`src/rtl/output_result_buffer_pkg.sv`:
```
// Shared types and widths for the output result buffer.
package output_result_buffer_pkg;

  localparam int DATA_W = 32;
  localparam int ADDR_W = 4;
  localparam int DEPTH  = 1 << ADDR_W;

  typedef enum logic [1:0] {
    ST_IDLE    = 2'd0,
    ST_FETCH   = 2'd1,
    ST_PRESENT = 2'd2,
    ST_FINISH  = 2'd3
  } drain_state_e;

  typedef struct packed {
    logic [DATA_W-1:0] data;
    logic [ADDR_W-1:0] addr;
    logic              stale;
  } out_word_t;

endpackage

```
`src/rtl/obuf_regfile.sv`:
```
// Result storage: one synchronous write port, one registered read port.
// The read samples the array before the same-edge write lands, so a
// collision returns the old word.
module obuf_regfile
  import output_result_buffer_pkg::*;
(
  input  logic              clk,
  input  logic              rst,
  input  logic              wr_en,
  input  logic [ADDR_W-1:0] wr_addr,
  input  logic [DATA_W-1:0] wr_data,
  input  logic              rd_en,
  input  logic [ADDR_W-1:0] rd_addr,
  output logic [DATA_W-1:0] rd_data
);

  logic [DATA_W-1:0] mem_q [DEPTH];
  logic [DATA_W-1:0] mem_d [DEPTH];
  logic [DATA_W-1:0] rd_data_q;
  logic [DATA_W-1:0] rd_data_d;

  // Next array contents and read register; the read holds when not enabled.
  always_comb begin
    mem_d = mem_q;
    if (wr_en) begin
      mem_d[wr_addr] = wr_data;
    end
    rd_data_d = rd_en ? mem_q[rd_addr] : rd_data_q;
  end

  // Storage and read register, cleared on reset.
  always_ff @(posedge clk or posedge rst) begin
    if (rst) begin
      for (int i = 0; i < DEPTH; i++) begin
        mem_q[i] <= '0;
      end
      rd_data_q <= '0;
    end else begin
      mem_q     <= mem_d;
      rd_data_q <= rd_data_d;
    end
  end

  assign rd_data = rd_data_q;

endmodule

```
`src/rtl/output_result_buffer.sv`:
```
// Captures accumulation results and drains an address range to the host.
//
// state   | meaning
// IDLE    | waiting for drain_start
// FETCH   | registered read of entry[ptr] and its valid bit
// PRESENT | word on the stream, waiting for out_ready
// FINISH  | one-cycle done pulse, then back to IDLE
module output_result_buffer
  import output_result_buffer_pkg::*;
(
  input  logic              clk,
  input  logic              rst,
  input  logic              wr_en,
  input  logic [ADDR_W-1:0] wr_addr,
  input  logic [DATA_W-1:0] wr_data,
  input  logic              drain_start,
  input  logic [ADDR_W-1:0] drain_base,
  input  logic [ADDR_W:0]   drain_count,
  output logic              out_valid,
  input  logic              out_ready,
  output logic [DATA_W-1:0] out_data,
  output logic [ADDR_W-1:0] out_addr,
  output logic              out_stale,
  output logic              busy,
  output logic              done,
  output logic [DEPTH-1:0]  valid_map,
  output logic              overwrite_err
);

  drain_state_e      state_q, state_d;
  logic [ADDR_W-1:0] ptr_q, ptr_d;
  logic [ADDR_W:0]   rem_q, rem_d;
  logic              stale_q, stale_d;
  logic [DEPTH-1:0]  valid_q, valid_d;
  logic              err_q, err_d;
  logic              rd_en;
  logic              clr_en;
  logic [DATA_W-1:0] rd_data;
  out_word_t         out_w;

  obuf_regfile u_regfile (
    .clk     (clk),
    .rst     (rst),
    .wr_en   (wr_en),
    .wr_addr (wr_addr),
    .wr_data (wr_data),
    .rd_en   (rd_en),
    .rd_addr (ptr_q),
    .rd_data (rd_data)
  );

  // Drain FSM: next state, pointer/remaining bookkeeping and read/clear strobes.
  always_comb begin
    state_d = state_q;
    ptr_d   = ptr_q;
    rem_d   = rem_q;
    stale_d = stale_q;
    rd_en   = 1'b0;
    clr_en  = 1'b0;
    unique case (state_q)
      ST_IDLE: begin
        if (drain_start) begin
          ptr_d   = drain_base;
          rem_d   = drain_count;
          state_d = (drain_count == '0) ? ST_FINISH : ST_FETCH;
        end
      end
      ST_FETCH: begin
        rd_en   = 1'b1;
        stale_d = ~valid_q[ptr_q];
        state_d = ST_PRESENT;
      end
      ST_PRESENT: begin
        if (out_ready) begin
          clr_en  = 1'b1;
          ptr_d   = ptr_q + ADDR_W'(1);
          rem_d   = rem_q - (ADDR_W+1)'(1);
          state_d = (rem_q == (ADDR_W+1)'(1)) ? ST_FINISH : ST_FETCH;
        end
      end
      ST_FINISH: begin
        state_d = ST_IDLE;
      end
      default: state_d = ST_IDLE;
    endcase
  end

  // Valid bits and sticky overwrite flag; a same-cycle write beats the drain clear.
  always_comb begin
    valid_d = valid_q;
    err_d   = err_q;
    if (clr_en) begin
      valid_d[ptr_q] = 1'b0;
    end
    if (wr_en) begin
      valid_d[wr_addr] = 1'b1;
      if (valid_q[wr_addr] && !(clr_en && (ptr_q == wr_addr))) begin
        err_d = 1'b1;
      end
    end
  end

  // Control registers.
  always_ff @(posedge clk or posedge rst) begin
    if (rst) begin
      state_q <= ST_IDLE;
      ptr_q   <= '0;
      rem_q   <= '0;
      stale_q <= 1'b0;
      valid_q <= '0;
      err_q   <= 1'b0;
    end else begin
      state_q <= state_d;
      ptr_q   <= ptr_d;
      rem_q   <= rem_d;
      stale_q <= stale_d;
      valid_q <= valid_d;
      err_q   <= err_d;
    end
  end

  // Stream word assembled from held registers so it stays stable under backpressure.
  always_comb begin
    out_w.data  = stale_q ? '0 : rd_data;
    out_w.addr  = ptr_q;
    out_w.stale = stale_q;
  end

  assign out_valid     = (state_q == ST_PRESENT);
  assign out_data      = out_w.data;
  assign out_addr      = out_w.addr;
  assign out_stale     = out_w.stale;
  assign busy          = (state_q != ST_IDLE);
  assign done          = (state_q == ST_FINISH);
  assign valid_map     = valid_q;
  assign overwrite_err = err_q;

endmodule
```
`config.mk`:
```
export PLATFORM = sky130hd
export DESIGN_NAME = output_result_buffer
export DESIGN_NICKNAME = d
export VERILOG_FILES = /design/src/rtl/output_result_buffer_pkg.sv /design/src/rtl/obuf_regfile.sv /design/src/rtl/output_result_buffer.sv
export SDC_FILE = /design/constraint.sdc
export NUM_CORES = 1
export LEC_CHECK = 0
export CAP_MARGIN = 0
export CORE_ASPECT_RATIO = 1.5
export CORE_MARGIN = 5
export CORE_UTILIZATION = 45
export DETAILED_ROUTE_END_ITERATION = 12
export PLACE_DENSITY = 0.59
export SLEW_MARGIN = 0
export SYNTH_ARGS = -nofsm -noshare
export SYNTH_HDL_FRONTEND = slang
export SYNTH_SLANG_ARGS = --single-unit
```
`constraint.sdc`:
```
create_clock -name clk -period 24.1 [get_ports clk]
set_clock_uncertainty 0.1 [all_clocks]
set_input_delay 4.82 -clock clk [delete_from_list [all_inputs] [get_ports clk]]
set_output_delay 4.82 -clock clk [all_outputs]
set_load 0.05 [all_outputs]
```
==> qor.csv <==
stage,metric,value,unit
route,drt_first_pass_iters,5,
run_status,outcome,finished clean,
sta,tightest_slew,1280,ps
global_routing,grt-ovfl-total,0,
logic_synthesis,synthAdderAreaFrac,0.286,%
floorplanning,start_util,45.4,%
sta,max_freq,0.128,GHz
worst_setup_path,critPathKind,reg -> out,
layout,drive_above_1_share,38.8,%
logic_synthesis,ys_types,51,
clocking,cts_resized,0,
place,port_buffers,106,
route,drt_wl_total,70300,um
logic_synthesis,synthXorXnorAreaFrac,0.133,%
floorplanning,fp.coreArea,57800,um2
worst_setup_path,critical_path_depth,3,
floorplanning,die_h,306,um
floorplanning,pin_count,107,
worst_setup_path,critPathLaunchType,flip-flop,
logic_synthesis,netlist_instances,1830,
logic_synthesis,ys_seq_area_share,54.6,%
sta,period_share,32.4,%
logic_synthesis,synth-simple-area-share,3.54,%
worst_setup_path,cp.required,19180,ps
pwr,power_density,120,nW/um2
logic_synthesis,synth_top_cell_by_area,dfrtp_1,
place,hpwl,39000,um
floorplanning,fp.dieArea,63400,um2
sta,slew_violations,0,
layout,final_cell_mix,"570 x dfrtp_1, 488 x mux2_2, 132 x mux2i_1",
logic_synthesis,synthArstFlopShare,100,%
route,wl_per_cell,26.1,um
min_path,min_to,overwrite_err$_DFFE_PP0P_,
sta,rsz0062_at_grt,no,
logic_synthesis,synth_area_leaders,"dfrtp_1 55%, mux2_2 21%, mux4_2 5.3%, mux2i_1 5.0%, mux2_4 1.7%",
clocking,path_clk_slew,70,ps
clocking,cts_tree,yes,
worst_setup_path,crit_arrival,2890,ps
sta,finalCriticalPeriod,7810,ps
pwr,p_leak,0.0128,uW
logic_synthesis,synth.top_cell.area_share,54.6,%
worst_setup_path,timing.rr.end,u_regfile.rd_data[11]$_DFFE_PP0P_,
logic_synthesis,ys_ff_latch,573,
route,route.vias.total,15800,
worst_setup_path,crit_path_max_incr_delay,900,ps
floorplanning,dieWidth,207,um
sta,slew_headroom,14.4,%
place,gp_congestion,0.786,
global_routing,track_usage,22.0,%
global_routing,grt_max_degree,133,
logic_synthesis,synth_compound_area_share,5.09,%
layout,area_growth,13.3,%
worst_setup_path,r2r_slack,20410,ps
sta,setup_violations,0,
clocking,cts.sinks,573,
clocking,ctsHoldBuffers,0,
clocking,post_cts_buffers,0,
logic_synthesis,synth-main-ff-cell,dfrtp_1,
pwr,vdd_drop_max,56.4,uV
logic_synthesis,syn_nets,1886,
sta,whs,362,ps
sta,setup_tns,0,ps
clocking,clockBufferDepth,3,
worst_setup_path,cp_top_family,buffers and inverters,
route,drt_iter0_markers,878,
layout,layout_commonest_cell,dfrtp_1,
floorplanning,num_rows,108,
worst_setup_path,reg2reg_depth,5,
layout,nets,1928,
logic_synthesis,netlist_area,26300,um2
route,drcViolationCount,0,
global_routing,antenna_found_initial,2,
route,drtAntennaViolNets,0,
logic_synthesis,syn_avg_cell_area,14.4,um2
clocking,clockRootBuffer,clkbuf_16,
clocking,numCtsBuffers,55,
worst_setup_path,crit_chain,"nand2b_1, inv_1, clkdlybuf4s50_1",
worst_setup_path,cp-end-kind,output port,
pwr,total_power,3570,uW
logic_synthesis,synth_edf_count,0,
worst_setup_path,worstReg2RegStart,out_addr[0]$_DFFE_PP0P_,
min_path,hp-start,overwrite_err$_DFFE_PP0P_,
logic_synthesis,synth_mux_area_share,33.2,%
place,place_area,27900,um2
clocking,clk_latency,590,ps
worst_setup_path,critical_path_peak_fanout,16,
layout,utilization,51.5,%
logic_synthesis,synth_top_family_by_area,multiplexers,
global_routing,grt_pass1_vias,17100,
layout,design_area,29800,um2
worst_setup_path,slowest_stage,clkdlybuf4s50_1,
run,drv_cap,0,
min_path,hold_class,reg -> reg,
global_routing,grt_pass1_wl,109000,um
logic_synthesis,ys_warn_count,0,
sta,finalHoldViolCount,0,
route,vias_per_cell,5.89,
layout,num-fill-cells,5049,
clocking,h-tree-depth,2,
min_path,hold-path-cell-count,1,
worst_setup_path,cp_num_buf_inv,2,
[Yosys cell counts, types with 3 or more instances]
library cell	number
dfrtp_1	573
mux2_2	488
mux2i_1	132
buf_2	71
clkbuf_1	66
mux4_2	62
nor2_1	43
o22ai_1	43
nor2b_1	36
nand2_1	34
a21oi_1	29
mux2_4	29
o221ai_1	20
a22o_1	19
o21ai_0	16
o32a_1	16
inv_1	11
a21o_1	9
a22oi_1	9
a31oi_1	9
buf_4	9
nand2b_1	7
nand3b_1	7
or3b_2	7
a211oi_1	6
ha_1	6
nand4_1	6
nor3_1	6
nor4_1	6
or3_1	6
and2_1	5
nand3_1	5
buf_1	4
buf_6	4
a32oi_1	3
buf_12	3
mux4_1	3
or2_2	3
[area by class of cell]
cell class | instances | area, um2 | share of cell area, %
Antenna cell | 1 | 2.50 | 0.00841
Clock buffer | 79 | 1630 | 5.46
Clock inverter | 23 | 240 | 0.807
Inverter | 12 | 52.6 | 0.177
Multi-Input combinational cell | 1088 | 11200 | 37.6
Sequential cell | 573 | 14300 | 48.2
Tap cell | 770 | 963 | 3.24
Timing Repair Buffer | 142 | 1330 | 4.47
[metal layers]
| layer | up-vias | track usage, % | routed length [um] |
|---|---|---|---|
| met1 | 8553 | 29.6 | 30400 |
| met5 | - | 0 | 11 |
| met4 | 2 | 6.45 | 2210 |
| met3 | 110 | 3.03 | 2760 |
| met2 | 344 | 37.7 | 34900 |
| li1 | 6817 | - | - |
[sequential cells by signal, indices dropped and copies added (netlist names)]
name               count
u_regfile.rd_data     32
state_q                2
overwrite_err          1
u_regfile.mem_q      512
rem_q                  5
out_addr               4
out_stale              1
valid_map             16
[logic make-up (layout without fill, tap and decap cells)]
kind of cell    Yosys count  count (layout)
flops                   573             573
fa+ha+maj                 6               6
other cells               0               1
xor+xnor                  4               4
buf+inv                 169             256
compound gates          188             188
simple gates            176             176
mux                     714             714
[stage by stage]
step	worst slack (ps)	std cells
after detailed placement	16490	2585
after global placement	16510	2585
after floorplan	3150	1830
final	16290	2688
after global routing	16090	2687
after CTS	16260	2687
[worst register-to-register path, delay by kind of cell, from the launching register on]
family	cells	cell delay, ps
flip-flops	1	810
multiplexers	1	610
buffers and inverters	2	1460
AO/OA/AOI/OAI	2	590
[worst max path at each step]
stage,to,startpoint
finish,out_valid,state_q[1]$_DFFE_PP0P_
global route,out_valid,state_q[1]$_DFFE_PP0P_
CTS,out_valid,state_q[1]$_DFFE_PP0P_
detailed placement,u_regfile.mem_q[506]$_DFFE_PP0P_,wr_addr[3]
global placement,u_regfile.mem_q[481]$_DFFE_PP0P_,wr_addr[3]
floorplan,out_addr[0]$_DFFE_PP0P_,rst
[where the power goes]
group	leakage (uW)	internal [uW]	switching, uW
sequential	0.00697	1210	184
clock	0.000920	512	379
combinational	0.00492	581	697
Power figures use the tool's default switching activity.
